File: src/rtl/vga_timing_gen_pkg.sv
// Shared constants and helpers for the VGA raster timing generator.
// Defaults describe standard 640x480@60 timing with active-low syncs.
package vga_timing_gen_pkg;

    // Sync polarity codes
    localparam logic POL_ACTIVE_LOW  = 1'b0;
    localparam logic POL_ACTIVE_HIGH = 1'b1;

    // 640x480@60 horizontal timing, in pixels
    localparam int DEF_H_SYNC   = 96;
    localparam int DEF_H_BACK   = 48;
    localparam int DEF_H_ACTIVE = 640;
    localparam int DEF_H_FRONT  = 16;

    // 640x480@60 vertical timing, in lines
    localparam int DEF_V_SYNC   = 2;
    localparam int DEF_V_BACK   = 33;
    localparam int DEF_V_ACTIVE = 480;
    localparam int DEF_V_FRONT  = 10;

    // Counter/coordinate width and frame counter width
    localparam int DEF_CW  = 10;
    localparam int DEF_FCW = 8;

    // True when val lies in the half-open window [lo, lo+len)
    function automatic logic in_window(input int val, input int lo, input int len);
        return (val >= lo) && (val < lo + len);
    endfunction

endpackage

File: src/rtl/vga_axis_counter.sv
// One raster axis counter: counts 0..TOTAL-1 on enable and wraps to 0.
// wrap flags the last count so the next axis can be chained off it.
module vga_axis_counter #(
    parameter int TOTAL = 800,
    parameter int CW    = 10
) (
    input  logic          clk,
    input  logic          reset,
    input  logic          en,
    output logic [CW-1:0] count,
    output logic          wrap
);

    logic [CW-1:0] r_count;

    assign wrap  = (r_count == CW'(TOTAL - 1));
    assign count = r_count;

    // Step the count on each enable, returning to 0 after the last position
    always_ff @(posedge clk) begin
        if (reset) begin
            r_count <= '0;
        end else if (en) begin
            r_count <= wrap ? '0 : r_count + CW'(1);
        end
    end

endmodule

File: src/rtl/vga_timing_gen.sv
// Parametrised VGA raster timing generator.
// Two chained axis counters walk the raster; every pixel tick the current
// (h,v) position is decoded into registered syncs, active-area flag,
// coordinates and line/frame strobes, so outputs trail the counters by one clk.
module vga_timing_gen
    import vga_timing_gen_pkg::*;
#(
    parameter int   H_SYNC   = DEF_H_SYNC,
    parameter int   H_BACK   = DEF_H_BACK,
    parameter int   H_ACTIVE = DEF_H_ACTIVE,
    parameter int   H_FRONT  = DEF_H_FRONT,
    parameter int   V_SYNC   = DEF_V_SYNC,
    parameter int   V_BACK   = DEF_V_BACK,
    parameter int   V_ACTIVE = DEF_V_ACTIVE,
    parameter int   V_FRONT  = DEF_V_FRONT,
    parameter logic H_POL    = POL_ACTIVE_LOW,
    parameter logic V_POL    = POL_ACTIVE_LOW,
    parameter int   CW       = DEF_CW,
    parameter int   FCW      = DEF_FCW
) (
    input  logic           clk,
    input  logic           reset,
    input  logic           pix_tick,
    output logic           h_sync,
    output logic           v_sync,
    output logic           display_en,
    output logic [CW-1:0]  pixel_x,
    output logic [CW-1:0]  pixel_y,
    output logic           line_start,
    output logic           frame_start,
    output logic [FCW-1:0] frame_count
);

    localparam int H_TOTAL = H_SYNC + H_BACK + H_ACTIVE + H_FRONT;
    localparam int V_TOTAL = V_SYNC + V_BACK + V_ACTIVE + V_FRONT;
    localparam int HA0     = H_SYNC + H_BACK;
    localparam int VA0     = V_SYNC + V_BACK;

    logic [CW-1:0] w_h;
    logic [CW-1:0] w_v;
    logic          w_h_wrap;

    // Horizontal position advances once per pixel tick
    vga_axis_counter #(.TOTAL(H_TOTAL), .CW(CW)) u_h_counter (
        .clk   (clk),
        .reset (reset),
        .en    (pix_tick),
        .count (w_h),
        .wrap  (w_h_wrap)
    );

    // Vertical position advances on the tick that ends a line
    vga_axis_counter #(.TOTAL(V_TOTAL), .CW(CW)) u_v_counter (
        .clk   (clk),
        .reset (reset),
        .en    (pix_tick & w_h_wrap),
        .count (w_v),
        .wrap  ()
    );

    logic          w_h_sync_d;
    logic          w_v_sync_d;
    logic          w_de_d;
    logic [CW-1:0] w_px_d;
    logic [CW-1:0] w_py_d;
    logic          w_line_d;
    logic          w_frame_d;

    // Decode the current raster position into next output values
    always_comb begin
        w_h_sync_d = ~H_POL;
        w_v_sync_d = ~V_POL;
        w_de_d     = 1'b0;
        w_px_d     = '0;
        w_py_d     = '0;
        w_line_d   = 1'b0;
        w_frame_d  = 1'b0;

        if (w_h < CW'(H_SYNC)) w_h_sync_d = H_POL;
        if (w_v < CW'(V_SYNC)) w_v_sync_d = V_POL;

        w_de_d = in_window(int'(w_h), HA0, H_ACTIVE) &&
                 in_window(int'(w_v), VA0, V_ACTIVE);
        if (w_de_d) begin
            w_px_d = w_h - CW'(HA0);
            w_py_d = w_v - CW'(VA0);
        end

        w_line_d  = (w_h == '0);
        w_frame_d = w_line_d && (w_v == '0);
    end

    logic           r_h_sync;
    logic           r_v_sync;
    logic           r_display_en;
    logic [CW-1:0]  r_pixel_x;
    logic [CW-1:0]  r_pixel_y;
    logic           r_line_start;
    logic           r_frame_start;
    logic [FCW-1:0] r_frame_count;

    // Load decoded values on a tick; strobes last exactly one clk, rest hold
    always_ff @(posedge clk) begin
        if (reset) begin
            r_h_sync      <= ~H_POL;
            r_v_sync      <= ~V_POL;
            r_display_en  <= 1'b0;
            r_pixel_x     <= '0;
            r_pixel_y     <= '0;
            r_line_start  <= 1'b0;
            r_frame_start <= 1'b0;
            r_frame_count <= '0;
        end else begin
            r_line_start  <= 1'b0;
            r_frame_start <= 1'b0;
            if (pix_tick) begin
                r_h_sync      <= w_h_sync_d;
                r_v_sync      <= w_v_sync_d;
                r_display_en  <= w_de_d;
                r_pixel_x     <= w_px_d;
                r_pixel_y     <= w_py_d;
                r_line_start  <= w_line_d;
                r_frame_start <= w_frame_d;
                if (w_frame_d) begin
                    r_frame_count <= r_frame_count + FCW'(1);
                end
            end
        end
    end

    assign h_sync      = r_h_sync;
    assign v_sync      = r_v_sync;
    assign display_en  = r_display_en;
    assign pixel_x     = r_pixel_x;
    assign pixel_y     = r_pixel_y;
    assign line_start  = r_line_start;
    assign frame_start = r_frame_start;
    assign frame_count = r_frame_count;

endmodule
File: config.mk
export PLATFORM = sky130hd
export DESIGN_NAME = vga_timing_gen
export DESIGN_NICKNAME = d
export VERILOG_FILES = /design/src/rtl/vga_timing_gen_pkg.sv /design/src/rtl/vga_axis_counter.sv /design/src/rtl/vga_timing_gen.sv
export SDC_FILE = /design/constraint.sdc
export NUM_CORES = 1
export LEC_CHECK = 0
export ABC_CLOCK_PERIOD_IN_PS = 6500
export BUFFER_PORTS_ARGS = -buffer_cell sky130_fd_sc_hd__buf_4
export CAP_MARGIN = 20
export CELL_PAD_IN_SITES_DETAIL_PLACEMENT = 1
export CELL_PAD_IN_SITES_GLOBAL_PLACEMENT = 1
export CORE_ASPECT_RATIO = 1.5
export CORE_MARGIN = 2
export CORE_UTILIZATION = 40
export CTS_CLUSTER_SIZE = 24
export DETAILED_ROUTE_END_ITERATION = 6
export PLACE_DENSITY_LB_ADDON = 0.1
export SLEW_MARGIN = 20
export SYNTH_ARGS = -nofsm -noshare
export SYNTH_HDL_FRONTEND = slang
export SYNTH_SLANG_ARGS = --single-unit
export TNS_END_PERCENT = 100
File: constraint.sdc
create_clock -name clk -period 6.5 [get_ports clk]
set_clock_uncertainty 0.2 [all_clocks]
set_input_delay 0 -clock clk [delete_from_list [all_inputs] [get_ports clk]]
set_output_delay 0 -clock clk [all_outputs]
set_load 0.01 [all_outputs]
==> run_results.csv <==
group,metric,value,unit
floorplanning,core,6131,um^2
job,maxCapViolCount,0,
floorplanning,rows,35,
clocking,clkTransAtPathRegs,0.09,ns
drt,drcViolationCount,0,
drt,via_count,2062,
synth,synth_common_cells,"dfxtp_1 (53), nor2_1 (51), xor2_1 (20), a22oi_1 (19), nand2_1 (16)",
synth,syn_nets,301,
synth,ys_warn_count,0,
layout,drive_above_1_share,17.63,%
clocking,numCtsBuffers,5,
worst_setup_path,criticalPathCategory,"reg -> reg",
global_route,grt_pass1_wl,9687,um
synth,synth_most_common_cell,"dfxtp_1",
synth,yosysUniqueCellTypes,43,
clocking,cts_resized,0,
drt,drt-pass1-iter-count,4,
synth,synth_flop_cell,"dfxtp_1",
timing,period_needed,2.550,ns
floorplanning,die_h,101.2,um
drt,initialDrtViolationCount,74,
floorplanning,die_area,6967,um^2
timing,rsz0062_at_grt,"no",
floorplanning,io_pins,36,
outcome,status,"finished clean",
timing,max_clock_freq,392.2,MHz
drt,vias_per_cell,5.342,
clocking,ctsRootBufferMaster,"clkbuf_8",
worst_setup_path,cp_data_arrival_time,2.59,ns
global_route,antenna_found_initial,0,
worst_setup_path,end_kind,"flop",
synth,synth_area,2521,um^2
placed_design,gp_congestion,0.8266,
clocking,clock-sinks,53,
clocking,clock_latency,0.30,ns
layout,fill_cells,746,
synth,yosysSeqAreaShare,42.08,%
drt,drtAntennaViolNets,0,
global_route,gr-usage-all-layers,18.16,%
pwr,pwr_density_cell,201.2,nW/um^2
worst_setup_path,path_max_fanout,17,
timing,min_period_over_period,39.23,%
placed_design,numPortBuffers,35,
timing,setup-violations-final,0,
timing,hold_violations,0,
synth,synthCells,289,
floorplanning,initial_utilization,41.12,%
clocking,cts_tree,"built",
synth,yosys.area.top_type_share,42.08,%
clocking,htreeDepth,2,
global_route,grt_overflow,0,
timing,tightest_slew,0.7456,ns
synth,synth-seq-cells,53,
synth,avgSynthCellArea,8.724,um^2
clocking,post_cts_buffers,0,
worst_hold_path,hp-class,"reg -> reg",
synth,synth-edff-count,0,
drt,wl_per_cell,15.26,um
global_route,grt_max_degree,38,
global_route,grt_pass1_vias,2023,
placed_design,hpwl,4370,um
drt,drt_wl_total,5891,um
clocking,ctsHoldBuffers,2,
timing,slew_viol_final,0,
layout,n_antenna_cell,0,
worst_setup_path,startpoint_type,"flop",
clocking,clockBufferDepth,2,
synth,async_reset_ff_share,0,%
timing,maxSlewHeadroom,50.24,%
layout,area_delta_synth_final,15.19,%
pwr,p_leak,1.134,nW
layout,num-nets-final,324,
pwr,ir_drop,0.1278,mV
timing,finalSetupTns,0,ns
synth,synth_top_cells_by_area,"dfxtp_1 (42%), nor2_1 (7.6%), xor2_1 (6.9%), a22oi_1 (5.7%), ha_1 (4.5%)",
pwr,fin_total_pwr,0.5844,mW
floorplanning,die_w,68.82,um
worst_setup_path,worst-endpoint-required,6.54,ns
synth,synth_top_area_cell,"dfxtp_1",
sequential cells by signal, summed over array words and instances (netlist names):
signal / cells
display_en: 1
frame_count: 8
frame_start: 1
h_sync: 1
line_start: 1
pixel_x: 10
pixel_y: 10
u_h_counter.count: 10
u_v_counter.count: 10
v_sync: 1
kinds of logic after synthesis:
logic type	share of synthesized area [%]
simple gates	23.77
mux	1.191
buf+inv	5.707
fa+ha+maj	4.467
compound gates	11.66
xor+xnor	11.12
flops	42.08
worst max-delay path, stage by stage, from the launching register on:
cell and delay (ns):
dfxtp_1 0.43, ha_1 0.36, o41ai_1 0.18, and3_1 0.24
nor4_2 0.52, buf_4 0.34, a22oi_1 0.09, nor2_1 0.13
area by class of cell:
type                            count  area [um^2]  area share [%]
Timing Repair Buffer               38        290.3           9.996
Sequential cell                    53         1061           36.54
Clock buffer                        5        68.82           2.370
Multi-Input combinational cell    205         1323           45.54
Tap cell                           74        92.59           3.188
Inverter                            9        33.78           1.163
Clock inverter                      2        35.03           1.206
layout by cell type, fill, tap and decap left out, types with 4 or more instances in the layout:
| cell | instances |
|---|---|
| dfxtp_1 | 53 |
| nor2_1 | 51 |
| buf_4 | 36 |
| xor2_1 | 20 |
| a22oi_1 | 19 |
| nand2_1 | 16 |
| xnor2_1 | 12 |
| inv_1 | 9 |
| nor3_1 | 9 |
| ha_1 | 9 |
| a21oi_1 | 8 |
| nand3_1 | 7 |
| nand4_1 | 6 |
| clkbuf_8 | 5 |
| or2_2 | 4 |
| and3_1 | 4 |
| and2_1 | 4 |
| o21ai_0 | 4 |
metrics by stage:
| stage | utilization (%) | setup slack (ns) | std cells | area, um^2 | hold slack [ns] |
|---|---|---|---|---|---|
| final | 47.37 | 3.950 | 386 | 2904 | 0.2843 |
| after global routing | 47.37 | 3.704 | 386 | 2904 | 0.2961 |
| after CTS | 47.37 | 3.942 | 386 | 2904 | 0.2870 |
| after detailed placement | 45.35 | 3.974 | 377 | 2780 | 0.1736 |
| after global placement | 45.35 | 3.984 | 377 | 2780 | 0.1679 |
| after floorplan | - | 4.386 | 289 | 2521 | 0.1040 |
path summary, 6_finish.rpt:
check	slack, ns	cells after the start	to	start
max	3.95	7	pixel_y[5]	u_v_counter.count[1]
max reg2reg	3.95	7	pixel_y[5]	u_v_counter.count[1]
min reg2reg	0.28	2	pixel_x[5]	pixel_x[5]
min	0.28	2	pixel_x[5]	pixel_x[5]
layer usage:
layer	part of all wire [%]	vias to the layer above	GRT usage, %
li1	-	1021	-
met1	42	1012	21.24
met2	55	23	33.36
met3	2.1	6	2.667
met4	1.2	0	4.977
met5	0	-	0
power breakdown:
part / switching, mW / internal (mW) / total (mW)
logic: 0.0195 / 0.0133 / 0.0328
clock network: 0.106 / 0.112 / 0.218
registers: 0.00458 / 0.329 / 0.334
total: 0.130 / 0.455 / 0.584
Note: power is estimated with default switching activity, not from simulation.
